`src/rtl/button_step_ctrl.sv`:
```
// button_step_ctrl: synchronises and debounces two raw push-buttons into one-cycle counter step pulses.
// Define BUTTON_AUTO_REPEAT_EN to compile in hold-to-repeat stepping (REPEAT state + hold/repeat counter).
module button_step_ctrl #(
  parameter int DEBOUNCE_CYCLES = 20,
  parameter int HOLD_CYCLES     = 50,
  parameter int REPEAT_CYCLES   = 10
) (
  input  logic clk,
  input  logic rst,
  input  logic btn_up,
  input  logic btn_down,
  output logic enable,
  output logic direction
);

  localparam int DB_W = $clog2(DEBOUNCE_CYCLES);
  localparam logic [DB_W-1:0] DB_LAST = DB_W'(DEBOUNCE_CYCLES - 1);

  if (DEBOUNCE_CYCLES < 2 || HOLD_CYCLES < 1 || REPEAT_CYCLES < 1) begin : g_param_check
    $error("button_step_ctrl: invalid cycle-count parameters");
  end

  // Index 0 is the up button, index 1 the down button.
  logic [1:0] btn_raw;
  logic [1:0] deb;

  assign btn_raw = {btn_down, btn_up};

  genvar gi;
  generate
    for (gi = 0; gi < 2; gi++) begin : g_btn
      logic            s1_reg;
      logic            s2_reg;
      logic            deb_reg;
      logic [DB_W-1:0] cnt_reg;

      // Any sample agreeing with the debounced level restarts the mismatch count.
      always_ff @(posedge clk) begin
        if (rst) begin
          s1_reg  <= 1'b0;
          s2_reg  <= 1'b0;
          deb_reg <= 1'b0;
          cnt_reg <= '0;
        end else begin
          s1_reg <= btn_raw[gi];
          s2_reg <= s1_reg;
          if (s2_reg == deb_reg) begin
            cnt_reg <= '0;
          end else if (cnt_reg == DB_LAST) begin
            deb_reg <= s2_reg;
            cnt_reg <= '0;
          end else begin
            cnt_reg <= cnt_reg + 1'b1;
          end
        end
      end

      assign deb[gi] = deb_reg;
    end
  endgenerate

  typedef enum logic [1:0] {IDLE, HOLD, REPEAT, LOCK} state_t;

  state_t state_reg, state_next;
  logic   enable_reg, direction_reg;
  logic   pulse, dir_next;
  logic   deb_up, deb_down, active_held, other_held;

  assign deb_up   = deb[0];
  assign deb_down = deb[1];
  // While holding, direction_reg identifies which button issued the last step.
  assign active_held = direction_reg ? deb_up   : deb_down;
  assign other_held  = direction_reg ? deb_down : deb_up;

`ifdef BUTTON_AUTO_REPEAT_EN
  localparam int HR_MAX = (HOLD_CYCLES > REPEAT_CYCLES) ? HOLD_CYCLES : REPEAT_CYCLES;
  localparam int HR_W   = $clog2(HR_MAX + 1);
  localparam logic [HR_W-1:0] HOLD_LAST   = HR_W'(HOLD_CYCLES - 1);
  localparam logic [HR_W-1:0] REPEAT_LAST = HR_W'(REPEAT_CYCLES - 1);

  logic [HR_W-1:0] hr_cnt_reg, hr_cnt_next;
  logic            hr_done;

  assign hr_done = (state_reg == HOLD) ? (hr_cnt_reg == HOLD_LAST) : (hr_cnt_reg == REPEAT_LAST);

  // Restart the period on every state entry and after every repeat pulse; saturate otherwise.
  always_comb begin
    hr_cnt_next = hr_cnt_reg;
    if (state_next != state_reg || pulse) begin
      hr_cnt_next = '0;
    end else if (!hr_done) begin
      hr_cnt_next = hr_cnt_reg + 1'b1;
    end
  end
`endif

  always_ff @(posedge clk) begin
    if (rst) begin
      state_reg     <= IDLE;
      enable_reg    <= 1'b0;
      direction_reg <= 1'b1;
`ifdef BUTTON_AUTO_REPEAT_EN
      hr_cnt_reg    <= '0;
`endif
    end else begin
      state_reg     <= state_next;
      enable_reg    <= pulse;
      direction_reg <= dir_next;
`ifdef BUTTON_AUTO_REPEAT_EN
      hr_cnt_reg    <= hr_cnt_next;
`endif
    end
  end

  always_comb begin
    state_next = state_reg;
    case (state_reg)
      IDLE: begin
        if (deb_up && deb_down)      state_next = LOCK;
        else if (deb_up || deb_down) state_next = HOLD;
      end
      HOLD: begin
        if (!active_held)     state_next = IDLE;
        else if (other_held)  state_next = LOCK;
`ifdef BUTTON_AUTO_REPEAT_EN
        else if (hr_done)     state_next = REPEAT;
`endif
      end
`ifdef BUTTON_AUTO_REPEAT_EN
      REPEAT: begin
        if (!active_held)     state_next = IDLE;
        else if (other_held)  state_next = LOCK;
      end
`endif
      LOCK: begin
        if (!deb_up && !deb_down) state_next = IDLE;
      end
      default: state_next = IDLE;
    endcase
  end

  always_comb begin
    pulse    = 1'b0;
    dir_next = direction_reg;
    case (state_reg)
      IDLE: begin
        if (deb_up ^ deb_down) begin
          pulse    = 1'b1;
          dir_next = deb_up;
        end
      end
`ifdef BUTTON_AUTO_REPEAT_EN
      HOLD, REPEAT: begin
        if (active_held && !other_held && hr_done) pulse = 1'b1;
      end
`endif
      default: pulse = 1'b0;
    endcase
  end

  assign enable    = enable_reg;
  assign direction = direction_reg;

endmodule

```
`config.mk`:
```
export PLATFORM = sky130hd
export DESIGN_NAME = button_step_ctrl
export DESIGN_NICKNAME = d
export VERILOG_FILES = /design/src/rtl/button_step_ctrl.sv
export SDC_FILE = /design/constraint.sdc
export NUM_CORES = 1
export LEC_CHECK = 0
export BUFFER_PORTS_ARGS = -buffer_cell sky130_fd_sc_hd__buf_2
export CORE_MARGIN = 2
export CORE_UTILIZATION = 56
export DETAILED_ROUTE_END_ITERATION = 12
export GPL_TIMING_DRIVEN = 0
export PLACE_DENSITY = 0.83
export SYNTH_ARGS = -nofsm -noshare
export SYNTH_HDL_FRONTEND = slang
export SYNTH_SLANG_ARGS = --single-unit
export TNS_END_PERCENT = 50
```
`constraint.sdc`:
```
create_clock -name clk -period 1.65 [get_ports clk]
set_input_delay 0.33 -clock clk [delete_from_list [all_inputs] [get_ports clk]]
set_output_delay 0.33 -clock clk [all_outputs]
set_load 0.005 [all_outputs]
```
### Yosys cells after proc, flatten, opt, wreduce, memory -nomap -nowiden

Cells that the tools add are included.
W data, S select, Z words.

* bits in registers: 20
* output and inout port bits: 2
* input port bits: 4
* logic and storage cells: 48

* $add $sub $neg: 2
* reductions and logical operators: 13
* bitwise operators: 4
* equality and inequality tests: 9
* muxes and demuxes: 9

Operators with widths (number)
* $add A5 B1 Y5 const B: 2
* $eq A5 B5 Y1 const B: 2
* $mux W2: 5
* $ne A3 B3 Y1 const B: 2
* $pmux W2 S3: 1
* $reduce_and A2 Y1: 3
* $reduce_or A3 Y1: 2
* $mux W1: 3
* $not A1 Y1: 3
* $reduce_and A3 Y1: 1
* $eq A1 B1 Y1: 2
* $eq A2 B1 Y1 const B: 1
* $eq A2 B2 Y1 const B: 1
* $logic_and A1 B1 Y1: 2
* $logic_not A1 Y1: 2
* $logic_not A2 Y1: 1
* $ne A2 B2 Y1 const B: 1
* $reduce_or A2 Y1: 1
* $logic_or A1 B1 Y1: 1
* $xor A1 B1 Y1: 1

### Depth between registers and ports, before layout

* depth after elaboration: 4
* mapped depth: 5
* gate-level depth less buffers: 5

### Least setup slack after synthesis

Ideal clock, no wire load.

* kind: register to register
* start: register g_btn[0].deb_reg (netlist: deb_up)
* end: register direction_reg (netlist: direction)
* data required time: 1.523 ns
* arrival time: 1.336 ns
* slack: 0.187 ns
* cell stages (with the launch flop): 6
* path through: dfxtp_1 -> inv_1 -> ha_1 -> or3b_2 -> nand2_1 -> o211ai_1

* word-level cells in the longest chain between the ends: 2

Ends and longest elaborated chain
* from (decl): line 34 `logic deb_reg;`
* from (signal assigned): line 50 `deb_reg <= s2_reg;`
* $xor A1 B1 Y1: line 147 `if (deb_up ^ deb_down) begin`
* $reduce_and A2 Y1 (no source line)
* to (signal assigned): line 108 `direction_reg <= dir_next;`
* to (decl): line 65 `logic enable_reg, direction_reg;`

Several ways; a longest one is shown, not always the timed one.
A chain may end at the register's enable or synchronous reset.

### Final worst setup path

* start: register g_btn[1].deb_reg (netlist: deb_down)
* end: register direction_reg (netlist: direction)

* word-level cells in the longest chain between the ends: 2

Ends and longest elaborated chain (line)
* from (decl): 34
* from (signal assigned): 50
* $xor A1 B1 Y1: 147
* $reduce_and A2 Y1 (no source line)

No other way between the ends.

==> impl_metrics.json <==
{
  "status": "completed",
  "dp_hpwl_um": 927,
  "grt_use_total_pct": 14.9,
  "seq_area_sq_um": 402,
  "vias": 576,
  "finalCritPeriodShare_pct": 93.7,
  "rsz0062_at_grt": "false",
  "r2r-start": "deb_down",
  "vias_per_cell": 5.33,
  "syn_avg_cell_area_sq_um": 10.3,
  "wl_per_cell_um": 11.1,
  "port_buffers": 5,
  "grt_max_degree": 12,
  "drt_iter0_markers": 4,
  "die_y_um": 43.0,
  "slowest_stage": "or3b_2",
  "slowest_delay_ps": 470,
  "ys_seq_area_share_pct": 46.9,
  "drc": 0,
  "p_leak_nw": 0.418,
  "finalSetupViolations": 0,
  "start_util_pct": 58.0,
  "grt.overflow.total": 0,
  "cap_violations": 0,
  "cts_buffers": 3,
  "slew_headroom_pct": 72.4,
  "rows": 14,
  "multi_input_area_sq_um": 430,
  "grt_pass1_wl_um": 2080,
  "slew_violations": 0,
  "vdd_drop_max_uv": 471,
  "path_cells": "inv_1 > ha_1 > or3b_2 > nand2_1 > o211ai_1",
  "swShare_pct": 19.6,
  "final_util_pct": 63.6,
  "cts_sinks": 20,
  "final_cell_mix": "dfxtp_1, nor2_1, inv_1, ha_1, buf_2",
  "routed_wl_um": 1200,
  "die_width_um": 43.0,
  "yosys.cell_types.count": 28,
  "hold_class": "in -> reg",
  "cts.clk_slew.worst_paths_ps": 110,
  "p_int_mw": 0.632,
  "p_switching_mw": 0.154,
  "grt_pass1_vias": 490,
  "hp-start": "btn_up",
  "power_frac_comb_pct": 2.5,
  "antenna_found_initial": 0,
  "ios": 6,
  "drive_gt1_share_pct": 17.4,
  "dr.pass1.iters": 4,
  "gp_congestion": 0.760,
  "tightest_slew_ps": 414,
  "cts_hold_buf": 0,
  "seqPwrFrac_pct": 62.5,
  "worstPathMaxFanout": 6,
  "finalClockSkew_ps": 4.08,
  "finalNetCount": 102,
  "min_period_ps": 1550,
  "largest_reg_flops": 10,
  "die_area_sq_mm": 0.00185,
  "final_common_cell": "dfxtp_1",
  "hold_viol_final": 0,
  "clock_latency_ps": 300,
  "cts_tree": "yes",
  "fmax_ghz": 0.647,
  "path_class": "reg -> reg",
  "ys_ff_latch": 20,
  "synth_nets": 92,
  "worstPathRequired_ps": 1840,
  "power_density_mw_per_mm2": 840,
  "coreArea_sq_mm": 0.00147,
  "h-tree-depth": 1,
  "finalSetupTns_ps": 0,
  "arrival_ps": 1730,
  "end_kind": "flip-flop",
  "clockPowerShare_pct": 35.0,
  "diodes": 0,
  "yosys_warnings": 0,
  "cp-start-kind": "flip-flop",
  "synthCells": 83,
  "cts_buffer_depth": 2,
  "ant_nets": 0,
  "area_growth_pct": 9.68,
  "syn-cell-area_sq_um": 853,
  "startpoint": "deb_down",
  "fillCellCount": 125,
  "cts-root-buf": "clkbuf_4"
}
routing by layer:
layer | vias to the layer above | global-route usage (%) | wire, um | share of wire (%)
met3 | 3 | 3.83 | 38 | 3.2
met5 | - | 0 | 0 | 0
met4 | 0 | 5.45 | 10 | 0.83
met2 | 10 | 23.3 | 548 | 46
li1 | 300 | - | - | -
met1 | 263 | 19.9 | 600 | 50
per-stage QoR:
step	power [mW]	worst slack, ps	hold slack, ps	instances	instance area [sq um]
6_report	0.786	104	239	108	936
5_1_grt	0.819	26.3	248	108	936
4_1_cts	0.799	70.6	238	108	935
3_5_place_dp	0.522	89.3	424	104	898
3_3_place_gp	0.521	124	417	104	898
2_1_floorplan	0.515	187	414	83	853
power by group through the flow:
stage / sequential (mW) / clock (mW) / combinational, mW
2_1_floorplan: 0.502 / 0 / 0.0129
3_3_place_gp: 0.502 / 0 / 0.0194
3_5_place_dp: 0.502 / 0 / 0.0199
4_1_cts: 0.491 / 0.288 / 0.0200
5_1_grt: 0.492 / 0.304 / 0.0224
6_report: 0.491 / 0.276 / 0.0196
final timing paths:
| check | to | slack (ps) | depth (start not counted) |
|---|---|---|---|
| worst min register to register | g_btn[1].cnt_reg[0] | 450 | 1 |
| worst max-delay path | direction | 100 | 5 |
| worst min-delay path | g_btn[0].s1_reg | 240 | 2 |
| worst max register to register | direction | 100 | 5 |
critical path: cells and delay by family (launching register included):
kind                     cells  cell delay (ps)
AND/OR/NAND/NOR              2              560
buffers and inverters        1              100
flip-flops                   1              440
adder cells (fa/ha/maj)      1              270
AO/OA/AOI/OAI                1               80
synth_stat cells:
| master | n | area, sq um |
|---|---|---|
| or2b_1 | 1 | 7.51 |
| o311a_1 | 2 | 20.0 |
| and3b_2 | 1 | 10.0 |
| nand2_1 | 2 | 7.51 |
| a21boi_0 | 2 | 15.0 |
| and3b_1 | 1 | 8.76 |
| mux2_2 | 1 | 11.3 |
| nor2b_1 | 4 | 25.0 |
| xnor2_1 | 2 | 17.5 |
| o21a_1 | 1 | 7.51 |
| mux2i_1 | 2 | 20.0 |
| or3b_4 | 2 | 22.5 |
| and4b_1 | 1 | 10.0 |
| dfxtp_1 | 20 | 400 |
| nor2_1 | 13 | 48.8 |
| and4bb_1 | 2 | 25.0 |
| xor2_1 | 4 | 35.0 |
| nand3_1 | 3 | 15.0 |
| a221oi_1 | 1 | 8.76 |
| o211ai_1 | 1 | 7.51 |
| nand2b_1 | 2 | 12.5 |
| ha_1 | 5 | 62.6 |
| clkbuf_1 | 1 | 3.75 |
| inv_1 | 5 | 18.8 |
| a211oi_1 | 1 | 7.51 |
| or3b_2 | 1 | 8.76 |
| and4b_2 | 1 | 11.3 |
| nor3_1 | 1 | 5.00 |
logic make-up after synthesis:
kind of cell | share of synthesized area (%)
multiplexers | 3.67
adder cells (fa/ha/maj) | 7.33
AND/OR/NAND/NOR | 25.5
flip-flops | 46.9
XOR/XNOR | 6.16
AO/OA/AOI/OAI | 7.77
buffers and inverters | 2.64
layout make-up:
class                           count  area share (%)
Multi-Input combinational cell     57            46.0
Sequential cell                    20            42.9
Clock buffer                        4            3.88
Timing Repair Buffer                5            2.67
Tap cell                           16            2.14
Inverter                            5            2.01
Buffer                              1           0.401
what timing repair did:
item | CTS | global route
resized for setup | 0 | 1
setup endpoints to repair | 0 | 1
setup buffers | 0 | 0
Power figures use the tool's default switching activity.
